File: src/rtl/muldiv_pkg.sv
// Shared encodings and constants for the iterative RV32M multiply/divide unit.
package muldiv_pkg;

  localparam logic [2:0] MD_MUL    = 3'd0;
  localparam logic [2:0] MD_MULH   = 3'd1;
  localparam logic [2:0] MD_MULHSU = 3'd2;
  localparam logic [2:0] MD_MULHU  = 3'd3;
  localparam logic [2:0] MD_DIV    = 3'd4;
  localparam logic [2:0] MD_DIVU   = 3'd5;
  localparam logic [2:0] MD_REM    = 3'd6;
  localparam logic [2:0] MD_REMU   = 3'd7;

  typedef enum logic [1:0] {
    IDLE = 2'd0,
    PREP = 2'd1,
    CALC = 2'd2,
    DONE = 2'd3
  } state_t;

  localparam logic [31:0] DIVZ_QUOT    = 32'hFFFF_FFFF;
  localparam logic [31:0] OVF_DIVIDEND = 32'h8000_0000;
  localparam logic [31:0] OVF_DIVISOR  = 32'hFFFF_FFFF;
  localparam logic [31:0] OVF_QUOT     = 32'h8000_0000;
  localparam logic [31:0] OVF_REM      = 32'h0000_0000;

endpackage

File: src/rtl/muldiv_negate.sv
// Conditional two's-complement negation of a W-bit value.
module muldiv_negate #(
  parameter int W = 32
) (
  input  logic [W-1:0] value,
  input  logic         neg,
  output logic [W-1:0] result
);

  assign result = neg ? (~value + {{(W-1){1'b0}}, 1'b1}) : value;

endmodule

File: src/rtl/muldiv_iter.sv
// Iterative RV32M multiply/divide: 1 prep cycle, 32 shift-add/shift-subtract
// iterations and 1 sign fix-up cycle, completion signalled by a one-cycle fin_o.
module muldiv_iter
  import muldiv_pkg::*;
#(
  parameter int XLEN  = 32,
  parameter int CNT_W = 5
) (
  input  logic            clk,
  input  logic            rstn,
  input  logic            start_i,
  input  logic [2:0]      op_i,
  input  logic [XLEN-1:0] rs1_i,
  input  logic [XLEN-1:0] rs2_i,
  input  logic            flush_i,
  output logic            busy_o,
  output logic            fin_o,
  output logic [XLEN-1:0] result_o
);

  state_t            state_r;
  logic [CNT_W-1:0]  cnt_r;
  logic [2:0]        op_r;
  logic [XLEN-1:0]   a_r;
  logic [XLEN-1:0]   b_r;
  logic [XLEN-1:0]   hi_r;
  logic [XLEN-1:0]   lo_r;
  logic              is_div_r;
  logic              neg_res_r;
  logic              neg_rem_r;
  logic              fin_r;
  logic [XLEN-1:0]   result_r;

  logic              signed_a_s;
  logic              signed_b_s;
  logic              sign_a_s;
  logic              sign_b_s;
  logic [XLEN-1:0]   mag_a_s;
  logic [XLEN-1:0]   mag_b_s;
  logic [XLEN:0]     mul_add_s;
  logic [XLEN+1:0]   trial_s;
  logic              no_borrow_s;
  logic [2*XLEN-1:0] prod_s;
  logic [XLEN-1:0]   quot_s;
  logic [XLEN-1:0]   rem_s;
  logic [XLEN-1:0]   sel_s;

  // Which operands are treated as signed for the latched op.
  always_comb begin
    signed_a_s = 1'b0;
    signed_b_s = 1'b0;
    case (op_r)
      MD_MULH, MD_DIV, MD_REM: begin
        signed_a_s = 1'b1;
        signed_b_s = 1'b1;
      end
      MD_MULHSU: begin
        signed_a_s = 1'b1;
        signed_b_s = 1'b0;
      end
      default: begin
        signed_a_s = 1'b0;
        signed_b_s = 1'b0;
      end
    endcase
  end

  assign sign_a_s = signed_a_s & a_r[XLEN-1];
  assign sign_b_s = signed_b_s & b_r[XLEN-1];

  muldiv_negate #(.W(XLEN)) u_mag_a (.value(a_r), .neg(sign_a_s), .result(mag_a_s));
  muldiv_negate #(.W(XLEN)) u_mag_b (.value(b_r), .neg(sign_b_s), .result(mag_b_s));

  // Multiply step adds the multiplicand into the high half; divide step
  // tries to subtract the divisor from the remainder with the next dividend bit.
  assign mul_add_s   = {1'b0, hi_r} + (b_r[0] ? {1'b0, a_r} : {(XLEN+1){1'b0}});
  assign trial_s     = {1'b0, hi_r, a_r[XLEN-1]} - {2'b00, b_r};
  assign no_borrow_s = ~trial_s[XLEN+1];

  muldiv_negate #(.W(2*XLEN)) u_fix_prod (.value({hi_r, lo_r}), .neg(neg_res_r), .result(prod_s));
  muldiv_negate #(.W(XLEN))   u_fix_quot (.value(lo_r), .neg(neg_res_r), .result(quot_s));
  muldiv_negate #(.W(XLEN))   u_fix_rem  (.value(hi_r), .neg(neg_rem_r), .result(rem_s));

  // Final result word selected by the operation.
  always_comb begin
    sel_s = prod_s[XLEN-1:0];
    case (op_r)
      MD_MUL:                       sel_s = prod_s[XLEN-1:0];
      MD_MULH, MD_MULHSU, MD_MULHU: sel_s = prod_s[2*XLEN-1:XLEN];
      MD_DIV, MD_DIVU:              sel_s = quot_s;
      MD_REM, MD_REMU:              sel_s = rem_s;
      default:                      sel_s = prod_s[XLEN-1:0];
    endcase
  end

  // Control FSM and datapath registers.
  always_ff @(posedge clk) begin
    if (!rstn) begin
      state_r   <= IDLE;
      cnt_r     <= '0;
      op_r      <= 3'd0;
      a_r       <= '0;
      b_r       <= '0;
      hi_r      <= '0;
      lo_r      <= '0;
      is_div_r  <= 1'b0;
      neg_res_r <= 1'b0;
      neg_rem_r <= 1'b0;
      fin_r     <= 1'b0;
      result_r  <= '0;
    end else begin
      fin_r <= 1'b0;
      case (state_r)
        IDLE: begin
          // The completing instruction is still on start_i during the fin cycle.
          if (start_i && !flush_i && !fin_r) begin
            op_r      <= op_i;
            a_r       <= rs1_i;
            b_r       <= rs2_i;
            is_div_r  <= op_i[2];
            cnt_r     <= '0;
            neg_res_r <= 1'b0;
            neg_rem_r <= 1'b0;
            if (op_i[2] && (rs2_i == '0)) begin
              hi_r    <= rs1_i;
              lo_r    <= DIVZ_QUOT;
              state_r <= DONE;
            end else if (op_i[2] && !op_i[0] && (rs1_i == OVF_DIVIDEND) && (rs2_i == OVF_DIVISOR)) begin
              hi_r    <= OVF_REM;
              lo_r    <= OVF_QUOT;
              state_r <= DONE;
            end else begin
              hi_r    <= '0;
              lo_r    <= '0;
              state_r <= PREP;
            end
          end
        end
        PREP: begin
          if (flush_i) begin
            state_r <= IDLE;
          end else begin
            a_r       <= mag_a_s;
            b_r       <= mag_b_s;
            neg_res_r <= sign_a_s ^ sign_b_s;
            neg_rem_r <= sign_a_s;
            hi_r      <= '0;
            lo_r      <= '0;
            cnt_r     <= '0;
            state_r   <= CALC;
          end
        end
        CALC: begin
          if (flush_i) begin
            state_r <= IDLE;
          end else begin
            if (is_div_r) begin
              hi_r <= no_borrow_s ? trial_s[XLEN-1:0] : {hi_r[XLEN-2:0], a_r[XLEN-1]};
              lo_r <= {lo_r[XLEN-2:0], no_borrow_s};
              a_r  <= {a_r[XLEN-2:0], 1'b0};
            end else begin
              {hi_r, lo_r} <= {mul_add_s, lo_r[XLEN-1:1]};
              b_r          <= {1'b0, b_r[XLEN-1:1]};
            end
            cnt_r <= cnt_r + CNT_W'(1);
            if (cnt_r == {CNT_W{1'b1}}) begin
              state_r <= DONE;
            end
          end
        end
        DONE: begin
          if (!flush_i) begin
            result_r <= sel_s;
            fin_r    <= 1'b1;
          end
          state_r <= IDLE;
        end
        default: state_r <= IDLE;
      endcase
    end
  end

  assign busy_o   = (state_r != IDLE);
  assign fin_o    = fin_r;
  assign result_o = result_r;

endmodule

File: config.mk
export PLATFORM = sky130hd
export DESIGN_NAME = muldiv_iter
export DESIGN_NICKNAME = d
export VERILOG_FILES = /design/src/rtl/muldiv_pkg.sv /design/src/rtl/muldiv_negate.sv /design/src/rtl/muldiv_iter.sv
export SDC_FILE = /design/constraint.sdc
export NUM_CORES = 1
export LEC_CHECK = 0
export CAP_MARGIN = 20
export CORE_AREA = 2 2 178 180
export DETAILED_ROUTE_END_ITERATION = 12
export DIE_AREA = 0 0 180 182
export DONT_BUFFER_PORTS = 1
export PLACE_DENSITY_LB_ADDON = 0.05
export SLEW_MARGIN = 10
export SYNTH_ARGS = -nofsm -noshare
export SYNTH_HDL_FRONTEND = slang
export SYNTH_HIERARCHICAL = 1
export SYNTH_SLANG_ARGS = --single-unit
export TNS_END_PERCENT = 20
File: constraint.sdc
create_clock -name clk -period 5.23 [get_ports clk]
set_input_delay 1.046 -clock clk [delete_from_list [all_inputs] [get_ports clk]]
set_output_delay 1.046 -clock clk [all_outputs]
set_load 0.005 [all_outputs]
==> impl_metrics.ini <==
[critical_path]
critical_path_peak_fanout = 19
cp_slowest_cell = dfxtp_1
critPathBufInv = 1
critical-path-top-delay-family = compound AO/OA/AOI/OAI gates
crit_path_max_incr_delay_ps = 780
required_ps = 5570
critical_path_arrival_ps = 4280
cp_cell_sequence = ha_1 -> nand2_1 -> o21ai_0 -> a2111oi_2 -> a311oi_2 -> a31oi_2 -> o31ai_4 -> buf_4 -> mux2_2 -> a221oi_1 -> nor2_1
worstSetupStartpointType = register
worst-r2r-cell-count = 11
critical_path_class = reg -> reg
worstSetupPathDepth = 11
endpoint_kind = register
ff2ff_setup_slack_ps = 1290

[clocking]
clockBufferDepth = 2
cts-hold-fix-buffers = 0
postCtsResizedCells = 0
post-cts-setup-buffer-count = 0
cts_tree = yes
cts_htree_levels = 4
tritoncts.num_buffers = 17
cts.sinks = 173
insertion_delay_ps = 460
clockRootBuffer = clkbuf_16
cts.reportedPaths.clkPinSlew_ps = 70

[finish]
finish.utilization = 0.617
final_nets = 2447
areaGrowthSynthToFinish_pct = 4.60
final_layout_size_suffix_gt1_frac = 0.0979
antenna_cells = 0
finalInstanceArea_mm2 = 0.0191
fin_cells = 2711
fillerInstances = 2944

[floorplanning]
floorplan.initialDensity = 0.590
die-area_mm2 = 0.0328
ioPinCount = 105
die_span_in_y_um = 182
floorplan.core_area_mm2 = 0.0310
die-width_um = 180
floorplan.rows = 65

[global_routing]
grt_start_max_net_pins = 174
gr_util_met1 = 0.508
grt_overflow = 0
grt_util_met3 = 0.0706
global_route.usage.met2 = 0.650
grt.busiest_layer = met2
antenna_violations_before_repair = 0
grt_pass1_wl_um = 105000
grt_usage = 0.405
first_global_vias = 17748

[timing]
timing.final.ws_setup_ps = 1290
rsz0062_at_grt = false
fin_hold_ws_ps = 471
fin_skew_ps = 16.2
slew_at_the_pin_with_the_worst_max_slew_slack_ps = 1150
final-max-slew-violation-count = 0
setup_viol_count_final = 0
maxClockFrequency_ghz = 0.254
period_needed_ps = 3940
totalNegativeSetupSlack_ps = 0
timing.final.hold_violations = 0
relSlewSlack = 0.234
part_of_the_cycle_the_worst_path_needs = 0.754

[yosys]
yosys_most_used_dff = dfxtp_1
ys_seq_area_frac = 0.189
yosys_warnings = 6
synthesis.area_mm2 = 0.0183
netlist-cell-type-count = 92
number_of_enable_type_register_cells_in_the_synthesized_netlist = 0
synth.ff_latch_count = 173
mappedNetlistNets = 2551
synthesis.instances = 2400
ys_async_sr_fraction = 0
syn-mean-instance-area_um2 = 7.62

[route]
detailedRoute.firstIterationViolations = 2186
drt_pre_antenna_iters = 6
drt.antenna.violating_nets = 0
routed-via-count = 19186
post_drt_wl_per_cell_um = 25.3
route.final.wire_length_um = 68600
route.detailed.drc = 0
vias_per_cell = 7.08

[placed_design]
placedInstanceArea_mm2 = 0.0185
dpl.hpwl_um = 49000
place_congestion = 1.01
preCtsSetupSlack_ps = 1380
placedCellCount = 2679
portBuffers = 0

[power]
irDropWorstVdd_uv = 1590
leakage_nw = 6.54
p_per_area_mw_per_mm2 = 750
finalPower_mw = 14.3

[min_path]
whs_path_depth = 2
worst_hold_path_type = reg -> reg

[flow_run]
maxCapViolations = 0

[status]
status = finished, final reports clean
-- final cells by class --
cell class                      count  area (um2)  share of cell area
Multi-Input combinational cell   1989       13900               0.728
Sequential cell                   173        3470               0.182
Tap cell                          402         503              0.0263
Clock buffer                       20         457              0.0239
Timing Repair Buffer               49         385              0.0202
Inverter                           66         248              0.0130
Clock inverter                     12         138             0.00720
-- path summary, 6_finish.rpt --
kind / start / to
worst min-delay path: cnt_r[4] / cnt_r[4]
worst min register to register: cnt_r[4] / cnt_r[4]
worst max-delay path: hi_r[15] / hi_r[1]
worst max register to register: hi_r[15] / hi_r[1]
-- tightest hold or removal path: stages, from the launching register on --
cell	delay (ps)
dfxtp_1	310
nand2_1	50
a21boi_0	60
-- per-layer routing --
layer / wire length (um) / vias up
li1: - / 8744
met3: 6020 / 234
met4: 4590 / 0
met5: 0 / -
met1: 27100 / 9115
met2: 30900 / 1093
-- layout by cell type (no fill, tap or decap), drive strengths merged, types with 29 or more instances in the layout --
| master | n |
|---|---|
| nand4 | 32 |
| nand2 | 294 |
| nand3 | 46 |
| xnor2 | 222 |
| inv | 67 |
| a21o | 29 |
| nor4 | 45 |
| ha | 78 |
| o211ai | 99 |
| o21ai | 187 |
| buf | 49 |
| o41ai | 51 |
| nor2 | 71 |
| and2 | 39 |
| dfxtp | 173 |
| a21oi | 218 |
| mux2 | 37 |
| o31ai | 65 |
| a21boi | 89 |
| a22oi | 64 |
-- power by group --
part / switching (mW) / internal (mW) / total [mW]
Combinational: 6.35 / 3.79 / 10.1
Sequential: 1.15 / 1.71 / 2.86
Clock: 0.602 / 0.732 / 1.33
Total: 8.10 / 6.23 / 14.3
-- cell usage after synthesis (14+ instances only) --
master	n	area share
o21ai_0	184	0.050
o41ai_1	29	0.014
clkbuf_1	133	0.027
nand4_1	30	0.010
mux2_2	36	0.022
dfxtp_1	173	0.19
o41ai_2	21	0.019
buf_1	25	0.0051
o211ai_1	99	0.041
ha_1	78	0.053
nand2_1	294	0.060
inv_1	66	0.014
a21oi_1	217	0.059
nor4_1	27	0.0092
a221oi_1	14	0.0067
nand3_1	42	0.011
a21o_1	29	0.012
mux2i_1	21	0.011
o31ai_1	58	0.024
a22oi_1	64	0.026
nor3_1	25	0.0068
nor4_4	17	0.020
a31oi_1	14	0.0048
or2_2	14	0.0048
nor2_1	70	0.014
and2_1	39	0.013
or3_1	18	0.0062
xnor2_1	222	0.11
a221o_1	20	0.011
a21boi_0	89	0.037
nand2b_1	21	0.0072
nor2b_1	24	0.0082
-- flip-flops by register name, summed over array words and instances, names as in the netlist --
signal	flops
neg_res_r	1
b_r	32
op_r	2
lo_r	32
fin_o	1
is_div_r	1
neg_rem_r	1
a_r	32
hi_r	32
state_r	2
result_o	32
cnt_r	5
-- cell families (layout without fill, tap and decap cells) --
kind of cell    count (synthesis)  after routing  share of synthesized area
fa+ha+maj                      80             80                     0.0556
buf+inv                       238            147                     0.0527
simple gates                  686            686                      0.206
mux                            58             58                     0.0345
flops                         173            173                      0.189
compound gates                930            930                      0.349
xor+xnor                      235            235                      0.113
No activity file was read; power rests on OpenSTA's default activity.
